$ cat src/rtl/patient_dispatcher_pkg.sv
// -----------------------------------------------------------------------------
// patient_dispatcher_pkg
//
// Shared definitions for the patient dispatcher slice:
//   - FSM state encoding of the allocator handshake
//   - allocator reply codes (message input) and patient category codes
//   - queue entry layout {category, token}
//   - field widths used by the dispatcher and its queue
// -----------------------------------------------------------------------------
package patient_dispatcher_pkg;

   // Token is a free-running 4-bit ticket number; occupancy needs one extra
   // bit so that a full 16-deep queue can report 16.
   localparam int TOKEN_W = 4;
   localparam int COUNT_W = 5;

   // Allocator handshake states.
   typedef enum logic [2:0] {
      ST_IDLE    = 3'd0,
      ST_SETUP   = 3'd1,
      ST_PULSE   = 3'd2,
      ST_RELEASE = 3'd3,
      ST_SAMPLE  = 3'd4,
      ST_BACKOFF = 3'd5
   } state_t;

   // Allocator reply codes seen on the message input.
   localparam logic [1:0] MSG_NONE = 2'b00;
   localparam logic [1:0] MSG_A    = 2'b01;
   localparam logic [1:0] MSG_B    = 2'b10;
   localparam logic [1:0] MSG_BUSY = 2'b11;

   // Patient category codes carried in the queue and presented on query.
   localparam logic [1:0] QRY_NONE      = 2'b00;
   localparam logic [1:0] QRY_GENERAL   = 2'b01;
   localparam logic [1:0] QRY_SURGICAL  = 2'b10;
   localparam logic [1:0] QRY_EMERGENCY = 2'b11;

   // One waiting patient.
   typedef struct packed {
      logic [1:0]         query;
      logic [TOKEN_W-1:0] token;
   } patient_t;

   // A reply grants a doctor only when it names doctor A or doctor B;
   // "busy" and "no reply" both mean try again later.
   function automatic logic is_grant(input logic [1:0] msg);
      return (msg == MSG_A) || (msg == MSG_B);
   endfunction

endpackage

$ cat src/rtl/patient_fifo.sv
// -----------------------------------------------------------------------------
// patient_fifo
//
// Circular queue of waiting patients. The head entry is visible
// combinationally on rdata so the dispatcher can present its category and
// capture its token without an extra read cycle.
//
// Ports
//   clk    rising-edge clock
//   rst    asynchronous active-high reset (clears pointers and occupancy)
//   push   write wdata at the tail; ignored when full unless pop is also high
//   pop    drop the head entry; ignored when empty
//   wdata  entry to enqueue
//   rdata  current head entry (meaningless while empty)
//   count  occupancy, 0..DEPTH
//   full   count == DEPTH
//   empty  count == 0
// -----------------------------------------------------------------------------
module patient_fifo
   import patient_dispatcher_pkg::*;
#(
   parameter int DEPTH = 4
)
(
   input  logic               clk,
   input  logic               rst,
   input  logic               push,
   input  logic               pop,
   input  patient_t           wdata,
   output patient_t           rdata,
   output logic [COUNT_W-1:0] count,
   output logic               full,
   output logic               empty
);

   // DEPTH is a power of two, so the pointers wrap on their own.
   localparam int PTR_W = (DEPTH > 1) ? $clog2(DEPTH) : 1;

   patient_t         mem [DEPTH];
   logic [PTR_W-1:0] wr_ptr;
   logic [PTR_W-1:0] rd_ptr;
   logic             do_push;
   logic             do_pop;

   assign full  = (count == COUNT_W'(DEPTH));
   assign empty = (count == '0);

   // A push into a full queue is still accepted when the head leaves on the
   // same edge: the freed slot is the one the tail pointer already addresses.
   assign do_pop  = pop && !empty;
   assign do_push = push && (!full || do_pop);

   assign rdata = mem[rd_ptr];

   // NOTE: sequential state is written with non-blocking assignments so every
   // register samples pre-edge values, independent of statement order.
   always_ff @(posedge clk or posedge rst) begin
      if (rst) begin
         wr_ptr <= '0;
         rd_ptr <= '0;
         count  <= '0;
      end else begin
         if (do_push) wr_ptr <= wr_ptr + 1'b1;
         if (do_pop)  rd_ptr <= rd_ptr + 1'b1;
         // Simultaneous push and pop leaves occupancy unchanged.
         if (do_push && !do_pop)      count <= count + 1'b1;
         else if (do_pop && !do_push) count <= count - 1'b1;
      end
   end

   // NOTE: storage has no reset; the pointers and count alone decide which
   // entries are valid, so clearing the array would only cost logic.
   always_ff @(posedge clk) begin
      if (do_push) mem[wr_ptr] <= wdata;
   end

endmodule

$ cat src/rtl/patient_dispatcher.sv
// -----------------------------------------------------------------------------
// patient_dispatcher
//
// Queues arriving patients and hands them, strictly in arrival order, to an
// external doctor allocator. For the head patient the dispatcher presents the
// category on query, raises start for one cycle (the allocator acts on its
// falling edge), and samples the reply two cycles after the pulse. A grant
// (doctor A or B) retires the head and reports the assignment; a busy reply
// or no reply waits BACKOFF idle cycles and retries the same head.
//
// Parameters
//   DEPTH    waiting-queue depth, power of two, 2..16
//   BACKOFF  idle cycles between a refused reply and the retry, 1..15
//
// Ports
//   clk              rising-edge clock
//   rst              asynchronous active-high reset
//   new_patient      enqueue strobe, sampled every rising edge
//   new_query        category of the patient being enqueued
//   message          allocator reply: 01 doctor A, 10 doctor B, 11 busy, 00 none
//   query            category presented to the allocator
//   start            allocator strobe, high only during the PULSE state
//   assigned_valid   one-cycle pulse per completed assignment
//   assigned_doctor  granted doctor code, valid with assigned_valid
//   assigned_token   token of the assigned patient, valid with assigned_valid
//   drop             one-cycle pulse the cycle after a refused enqueue
//   count            current queue occupancy
//   full / empty     count == DEPTH / count == 0
// -----------------------------------------------------------------------------
module patient_dispatcher
   import patient_dispatcher_pkg::*;
#(
   parameter int DEPTH   = 4,
   parameter int BACKOFF = 4
)
(
   input  logic               clk,
   input  logic               rst,
   input  logic               new_patient,
   input  logic [1:0]         new_query,
   input  logic [1:0]         message,
   output logic [1:0]         query,
   output logic               start,
   output logic               assigned_valid,
   output logic [1:0]         assigned_doctor,
   output logic [TOKEN_W-1:0] assigned_token,
   output logic               drop,
   output logic [COUNT_W-1:0] count,
   output logic               full,
   output logic               empty
);

   // The backoff counter is loaded with BACKOFF-1 on entry and the state is
   // left when it reads zero, giving exactly BACKOFF cycles in ST_BACKOFF.
   localparam logic [3:0] BACKOFF_LOAD = 4'(BACKOFF - 1);

   state_t             state;
   logic [3:0]         backoff_cnt;
   logic [TOKEN_W-1:0] next_token;
   patient_t           head;
   patient_t           tail_entry;
   logic               pop_head;
   logic               accept;

   // ---------------------------------------------------------------------------
   // Queue
   // ---------------------------------------------------------------------------
   // The head is retired on the same edge that leaves SAMPLE with a grant, so
   // the pop strobe is decoded straight from the current state and reply.
   assign pop_head = (state == ST_SAMPLE) && is_grant(message);

   // Mirrors the queue's own acceptance rule; needed here to advance the
   // token counter and to flag refused arrivals.
   assign accept = new_patient && (!full || pop_head);

   assign tail_entry = '{query: new_query, token: next_token};

   patient_fifo #(
      .DEPTH (DEPTH)
   ) u_queue (
      .clk   (clk),
      .rst   (rst),
      .push  (new_patient),
      .pop   (pop_head),
      .wdata (tail_entry),
      .rdata (head),
      .count (count),
      .full  (full),
      .empty (empty)
   );

   // ---------------------------------------------------------------------------
   // Token counter and refusal flag
   // ---------------------------------------------------------------------------
   // Tokens are handed out only to accepted patients, so a refused arrival
   // does not burn a number; the counter wraps 15 -> 0.
   always_ff @(posedge clk or posedge rst) begin
      if (rst) begin
         next_token <= '0;
         drop       <= 1'b0;
      end else begin
         if (accept) next_token <= next_token + 1'b1;
         drop <= new_patient && !accept;
      end
   end

   // ---------------------------------------------------------------------------
   // Allocator handshake FSM with registered outputs
   // ---------------------------------------------------------------------------
   // query is loaded from the head on every entry into SETUP and then held,
   // so it is stable across SETUP..SAMPLE. start is set only on the edge that
   // enters PULSE and cleared on the edge that leaves it.
   always_ff @(posedge clk or posedge rst) begin
      if (rst) begin
         state           <= ST_IDLE;
         query           <= QRY_NONE;
         start           <= 1'b0;
         assigned_valid  <= 1'b0;
         assigned_doctor <= MSG_NONE;
         assigned_token  <= '0;
         backoff_cnt     <= '0;
      end else begin
         // Assignment report is a single-cycle pulse.
         assigned_valid <= 1'b0;

         case (state)
            ST_IDLE: begin
               if (!empty) begin
                  query <= head.query;
                  state <= ST_SETUP;
               end
            end

            ST_SETUP: begin
               start <= 1'b1;
               state <= ST_PULSE;
            end

            ST_PULSE: begin
               // Falling edge of start: the allocator acts on this.
               start <= 1'b0;
               state <= ST_RELEASE;
            end

            ST_RELEASE: begin
               state <= ST_SAMPLE;
            end

            ST_SAMPLE: begin
               if (is_grant(message)) begin
                  assigned_valid  <= 1'b1;
                  assigned_doctor <= message;
                  assigned_token  <= head.token;
                  state           <= ST_IDLE;
               end else begin
                  // Busy or silent allocator: keep the head (no bypass of
                  // later arrivals) and retry after the backoff interval.
                  backoff_cnt <= BACKOFF_LOAD;
                  state       <= ST_BACKOFF;
               end
            end

            ST_BACKOFF: begin
               if (backoff_cnt == '0) begin
                  query <= head.query;
                  state <= ST_SETUP;
               end else begin
                  backoff_cnt <= backoff_cnt - 1'b1;
               end
            end

            default: begin
               start <= 1'b0;
               state <= ST_IDLE;
            end
         endcase
      end
   end

endmodule

$ cat config.mk
export PLATFORM = sky130hd
export DESIGN_NAME = patient_dispatcher
export DESIGN_NICKNAME = d
export VERILOG_FILES = /design/src/rtl/patient_dispatcher_pkg.sv /design/src/rtl/patient_fifo.sv /design/src/rtl/patient_dispatcher.sv
export SDC_FILE = /design/constraint.sdc
export NUM_CORES = 1
export LEC_CHECK = 0
export BUFFER_PORTS_ARGS = -buffer_cell sky130_fd_sc_hd__buf_2
export CAP_MARGIN = 40
export CORE_ASPECT_RATIO = 1.5
export CORE_MARGIN = 4
export CORE_UTILIZATION = 55
export CTS_BUF_LIST = sky130_fd_sc_hd__clkbuf_8
export DETAILED_ROUTE_END_ITERATION = 6
export GPL_TIMING_DRIVEN = 0
export PLACE_DENSITY_LB_ADDON = 0.2
export SYNTH_ARGS = -nofsm -noshare
export SYNTH_HDL_FRONTEND = slang
export SYNTH_SLANG_ARGS = --single-unit
$ cat constraint.sdc
create_clock -name clk -period 3 [get_ports clk]
set_input_delay 0.6 -clock clk [delete_from_list [all_inputs] [get_ports clk]]
set_output_delay 0.6 -clock clk [all_outputs]
set_load 0.005 [all_outputs]
==> impl_metrics.json, run 1 <==
{
  "clk_pin_slew_ns": 0.10,
  "pwr-share-comb": 0.420,
  "async_reset_ff_frac": 0.564,
  "core_area_sq_um": 4500,
  "yosysTopAreaCell": "dfrtp_1",
  "die-width_um": 63.4,
  "power.switching_mw": 0.991,
  "fin_cells": 277,
  "cpMaxStageDelayCell": "or4_4",
  "wl_met1_mm": 1.71,
  "n_fill_cell": 339,
  "cts_tree": "yes",
  "synth_nets": 202,
  "crit_family": "simple AND/OR/NAND/NOR gates",
  "avgSynthCellArea_sq_um": 13.7,
  "wl_mm": 4.38,
  "switching_share": 0.328,
  "htree_levels": 2,
  "drcViolationCount": 0,
  "synth_edf_count": 24,
  "multi_input_area_sq_um": 995,
  "max_slew_margin": 0.582,
  "gp_congestion": 0.801,
  "cp.arrival_ns": 3.07,
  "dieArea_sq_um": 5770,
  "required_ns": 3.19,
  "grt_pass1_wl_mm": 7.53,
  "insertion_delay_ns": 0.30,
  "gr-total-overflow": 0,
  "grt_antenna_before_repair": 0,
  "diodes": 0,
  "p_int_mw": 2.04,
  "dpl.hpwl_mm": 3.20,
  "finClkSkew_ns": 0.00708,
  "cp-start-kind": "register",
  "slowest_delay_ns": 0.57,
  "p_per_area_nw_per_um2": 1000,
  "hp-class": "input pin to asynchronous set/reset pin",
  "dr.pass1.iters": 4,
  "cts-hold-fix-buffers": 0,
  "crit_chain": "or4_4 -> nand2b_4 -> nand2_4 -> ha_4 -> inv_2 -> fa_2 -> a21o_1 -> buf_4 -> a21oi_1 -> nor4_1 -> a221o_1",
  "rsz0062_at_grt": "false",
  "p_seq_frac": 0.422,
  "cap_violations": 0,
  "setup_viol": 0,
  "synthMostInstantiatedCell": "dfrtp_1",
  "max_freq_ghz": 0.347,
  "period_share": 0.961,
  "synthTopCellsByCount": "dfrtp_1, edfxtp_1, nand2_1",
  "met3_length_um": 102,
  "syn_area_sq_um": 2530,
  "nets": 246,
  "vdd_drop_max_mv": 0.548,
  "area_growth_pct": 19.6,
  "crit_path_max_fanout": 4,
  "outcome": "complete, no violations",
  "critPathKind": "register to register",
  "ant_nets": 0,
  "synth.area.top_cells": "dfrtp_1, edfxtp_1, mux4_2, ha_1, nand2_1",
  "avgRoutedWirePerCell_um": 15.8,
  "synth_cells": 184,
  "hold_viol_final": 0,
  "design_area_sq_um": 3030,
  "fp.dieH_um": 91.1,
  "ys_warn_count": 0,
  "dr.max_layer_used": "met4",
  "critPathCaptureType": "register",
  "yosysUniqueCellTypes": 44,
  "timing.final.crit_period_ns": 2.88,
  "numCtsBuffers": 5,
  "place_inst": 257,
  "drive_above_1_share": 0.349,
  "register_area_sq_um": 1500,
  "io_pins": 25,
  "p_leak_nw": 1.34,
  "first_global_vias": 1616,
  "clock-sinks": 55,
  "gr-usage-all-layers": 0.168,
  "synth_seq_cells": 55,
  "dpl_cell_area_sq_um": 2740,
  "tightest_slew_ns": 0.626,
  "met2_wirelength_mm": 2.51,
  "cts_buffer_depth": 2,
  "drt_iter0_drc": 61,
  "synth_top_area_share": 0.307,
  "via_per_inst": 5.45,
  "synth-seq-area-share": 0.591,
  "io_buffer_count": 24,
  "root_buffer": "clkbuf_8",
  "p_clk_frac": 0.158,
  "cp.buffers_inverters": 2,
  "rows": 30,
  "start_util": 0.562,
  "slew_violations": 0,
  "vias": 1511,
  "grt_max_degree": 18,
  "ys.flop_type": "dfrtp_1"
}
-- layout by cell type, fill, tap and decap left out, types with 7 or more instances in the layout --
cell type  instances
nor2_1            11
inv_1              8
dfrtp_1           30
ha_1               7
nand2_1           18
buf_2             24
edfxtp_1          24
xnor2_1            7
buf_4             12
-- power by group through the flow --
stage          combinational, mW  clock (mW)  sequential (mW)
3_3_place_gp                1.05           0             1.28
2_1_floorplan              0.833           0             1.27
5_1_grt                     1.42       0.530             1.32
3_5_place_dp                1.11           0             1.31
6_report                    1.27       0.479             1.28
4_1_cts                     1.26       0.488             1.28
-- cell families after synthesis --
family | Yosys count | share of synthesized area
adder cells (fa/ha/maj) | 12 | 0.0613
multiplexers | 11 | 0.0786
AO/OA/AOI/OAI | 23 | 0.0663
XOR/XNOR | 13 | 0.0450
AND/OR/NAND/NOR | 52 | 0.110
buffers and inverters | 18 | 0.0475
flip-flops | 55 | 0.591
-- final timing paths --
kind,start,end,slack [ns],cells past startpoint
min,rst,assigned_doctor[1],0.35,2
max,u_queue.count[0],u_queue.count[4],0.12,11
max in group asynchronous,rst,u_queue.count[0],2.13,3
max reg2reg,u_queue.count[0],u_queue.count[4],0.12,11
min in group clk,assigned_token[1],assigned_token[1],0.49,2
min reg2reg,assigned_token[1],assigned_token[1],0.49,2
-- final cells by class --
cell class                      instances  area share
Inverter                               10      0.0132
Multi-Input combinational cell        111       0.329
Sequential cell                        55       0.495
Tap cell                               48      0.0199
Clock buffer                            5      0.0227
Timing Repair Buffer                   37      0.0786
Buffer                                  8      0.0273
Clock inverter                          3      0.0145
-- worst reg2reg max path, stage by stage (launching register included) --
cell      delay, ns
dfrtp_2        0.42
or4_4          0.57
nand2b_4       0.19
nand2_4        0.10
ha_4           0.16
inv_2          0.06
fa_2           0.36
a21o_1         0.23
buf_4          0.15
a21oi_1        0.19
nor4_1         0.07
a221o_1        0.28
-- state kept, by name, indices dropped and copies added (netlist names) --
register,count
drop,1
start,1
u_queue.count,5
u_queue.mem,24
assigned_token,4
next_token,4
assigned_doctor,2
u_queue.rd_ptr,2
assigned_valid,1
backoff_cnt,4
u_queue.wr_ptr,2
query,2
state,3
-- stage by stage --
stage / hold WS, ns / worst slack [ns] / util / TNS [ns] / total power, mW
after floorplan: 0.470 / 0.00142 / - / 0 / 2.10
after global placement: 0.457 / -0.366 / 0.603 / -0.366 / 2.33
after detailed placement: 0.473 / -0.455 / 0.609 / -0.502 / 2.42
after CTS: 0.370 / 0.00437 / 0.659 / 0 / 3.02
after global routing: 0.394 / 0.0169 / 0.672 / 0 / 3.26
final: 0.354 / 0.118 / 0.672 / 0 / 3.03
-- layer usage --
layer / vias up / global-route usage
met3: 5 / 0.0371
met5: - / 0
li1: 735 / -
met4: 0 / 0.0486
met1: 755 / 0.188
met2: 16 / 0.311
-- what timing repair did --
| action | CTS | global route |
|---|---|---|
| resized for setup | 9 | 5 |
| setup buffers | 7 | 5 |
| pin swaps | 5 | 2 |
| setup endpoints to repair | 1 | 2 |
Power figures use the tool's default switching activity.
==> run 2: changes to the inputs <==
--- a/config.mk
+++ b/config.mk
@@ -14,6 +14,7 @@
 export DETAILED_ROUTE_END_ITERATION = 6
 export GPL_TIMING_DRIVEN = 0
 export PLACE_DENSITY_LB_ADDON = 0.2
+export RECOVER_POWER = 100
 export SYNTH_ARGS = -nofsm -noshare
 export SYNTH_HDL_FRONTEND = slang
 export SYNTH_SLANG_ARGS = --single-unit
==> impl_metrics.json, run 2 (same netlist as run 1, synthesis figures left out) <==
{
  "outcome": "complete, no violations",
  "hold_viol_final": 0,
  "cp-start-kind": "register",
  "clock-sinks": 55,
  "clk_pin_slew_ns": 0.10,
  "slew_violations": 0,
  "grt_antenna_before_repair": 0,
  "vias": 1513,
  "design_area_sq_um": 2930,
  "p_leak_nw": 1.24,
  "finClkSkew_ns": 0.00868,
  "cap_violations": 0,
  "fin_cells": 277,
  "cts_tree": "yes",
  "start_util": 0.562,
  "rows": 30,
  "gr-total-overflow": 0,
  "gp_congestion": 0.801,
  "hp-class": "input pin to asynchronous set/reset pin",
  "io_buffer_count": 24,
  "tightest_slew_ns": 0.980,
  "max_slew_margin": 0.347,
  "design_power_total_mw": 2.92,
  "cts_buffer_depth": 2,
  "first_global_vias": 1616,
  "register_area_sq_um": 1500,
  "setup_viol": 0,
  "reg_top3": "u_queue.mem (24), u_queue.count (5)",
  "layout_commonest_cell": "dfrtp_1",
  "dieArea_sq_um": 5770,
  "crit_path_max_fanout": 4,
  "multi_input_area_sq_um": 982,
  "critPathCaptureType": "register",
  "area_growth_pct": 15.6,
  "cts-hold-fix-buffers": 0,
  "core_area_sq_um": 4500,
  "layout_common_cells": "dfrtp_1, edfxtp_1, clkbuf_1",
  "gr-usage-all-layers": 0.168,
  "drcViolationCount": 0,
  "finalSetupTns_ns": 0,
  "nets": 246,
  "insertion_delay_ns": 0.31,
  "via_per_inst": 5.46,
  "place_inst": 257,
  "fin_util": 0.649,
  "ant_nets": 0,
  "numCtsBuffers": 5,
  "grt_max_degree": 18,
  "dpl_cell_area_sq_um": 2740,
  "die-width_um": 63.4,
  "htree_levels": 2,
  "dpl.hpwl_mm": 3.20,
  "max_freq_ghz": 0.348,
  "required_ns": 3.19,
  "fp.dieH_um": 91.1,
  "p_per_area_nw_per_um2": 997,
  "wl_mm": 4.40,
  "n_fill_cell": 360,
  "cp.arrival_ns": 3.07,
  "rsz0062_at_grt": "false",
  "largest_reg_flops": 24,
  "avgRoutedWirePerCell_um": 15.9,
  "grt_pass1_wl_mm": 7.53,
  "top_register": "u_queue.mem",
  "vdd_drop_max_mv": 0.541,
  "root_buffer": "clkbuf_8",
  "critPathKind": "register to register",
  "dr.pass1.iters": 4,
  "drt_iter0_drc": 54,
  "diodes": 0,
  "period_share": 0.958,
  "timing.final.crit_period_ns": 2.88,
  "drive_above_1_share": 0.245,
  "io_pins": 25
}
[run 2: cell types whose count changed in the layout (fill, tap and decap cells not counted), sizes merged]
cell	change
bufbuf	-1
clkbuf	+18
buf	-17
[run 2: routing by layer]
layer,track usage,vias to the layer above,part of all wire
met4,0.0486,0,0.014
li1,-,735,-
met5,0,-,0
met1,0.188,757,0.39
met2,0.311,16,0.57
met3,0.0371,5,0.024
[run 2: repair_timing]
item,in CTS,in global routing
gates resized for setup,9,5
endpoints found under the setup margin,1,2
setup buffers,7,5
gates cloned,0,0
pin swaps,5,2
[run 2: report_power, final]
| group | switching, mW | internal (mW) |
|---|---|---|
| sequential | 0.179 | 1.10 |
| clock | 0.233 | 0.249 |
| combinational | 0.579 | 0.577 |
[run 2: critical path: stages (launching register included)]
cell and delay [ns]:
dfrtp_2 0.41, or4_4 0.57, nand2b_4 0.19, nand2_4 0.10, ha_4 0.16, inv_2 0.06, fa_2 0.36, a21o_1 0.23
buf_4 0.15, a21oi_1 0.19, nor4_1 0.07, a221o_1 0.28
[run 2: layout make-up]
class	instances	area share
Timing Repair Buffer	37	0.0612
Tap cell	48	0.0205
Inverter	10	0.0137
Buffer	8	0.0184
Clock inverter	3	0.0150
Sequential cell	55	0.512
Multi-Input combinational cell	111	0.336
Clock buffer	5	0.0235
[run 2: final timing paths]
kind	startpoint	endpoint	slack (ns)	cells after the start
max	u_queue.count[0]	u_queue.count[4]	0.12	11
min in group clk	assigned_token[1]	assigned_token[1]	0.49	2
min	rst	assigned_doctor[1]	0.31	2
max in group asynchronous	rst	u_queue.count[0]	1.36	3
max reg2reg	u_queue.count[0]	u_queue.count[4]	0.12	11
min reg2reg	assigned_token[1]	assigned_token[1]	0.49	2
[run 2: through the flow]
| step | hold WS (ns) | worst slack [ns] |
|---|---|---|
| detailed placement | 0.473 | -0.455 |
| CTS | 0.370 | 0.00437 |
| global route | 0.353 | 0.0142 |
| global placement | 0.457 | -0.366 |
| finish | 0.309 | 0.125 |
| floorplan | 0.470 | 0.00142 |
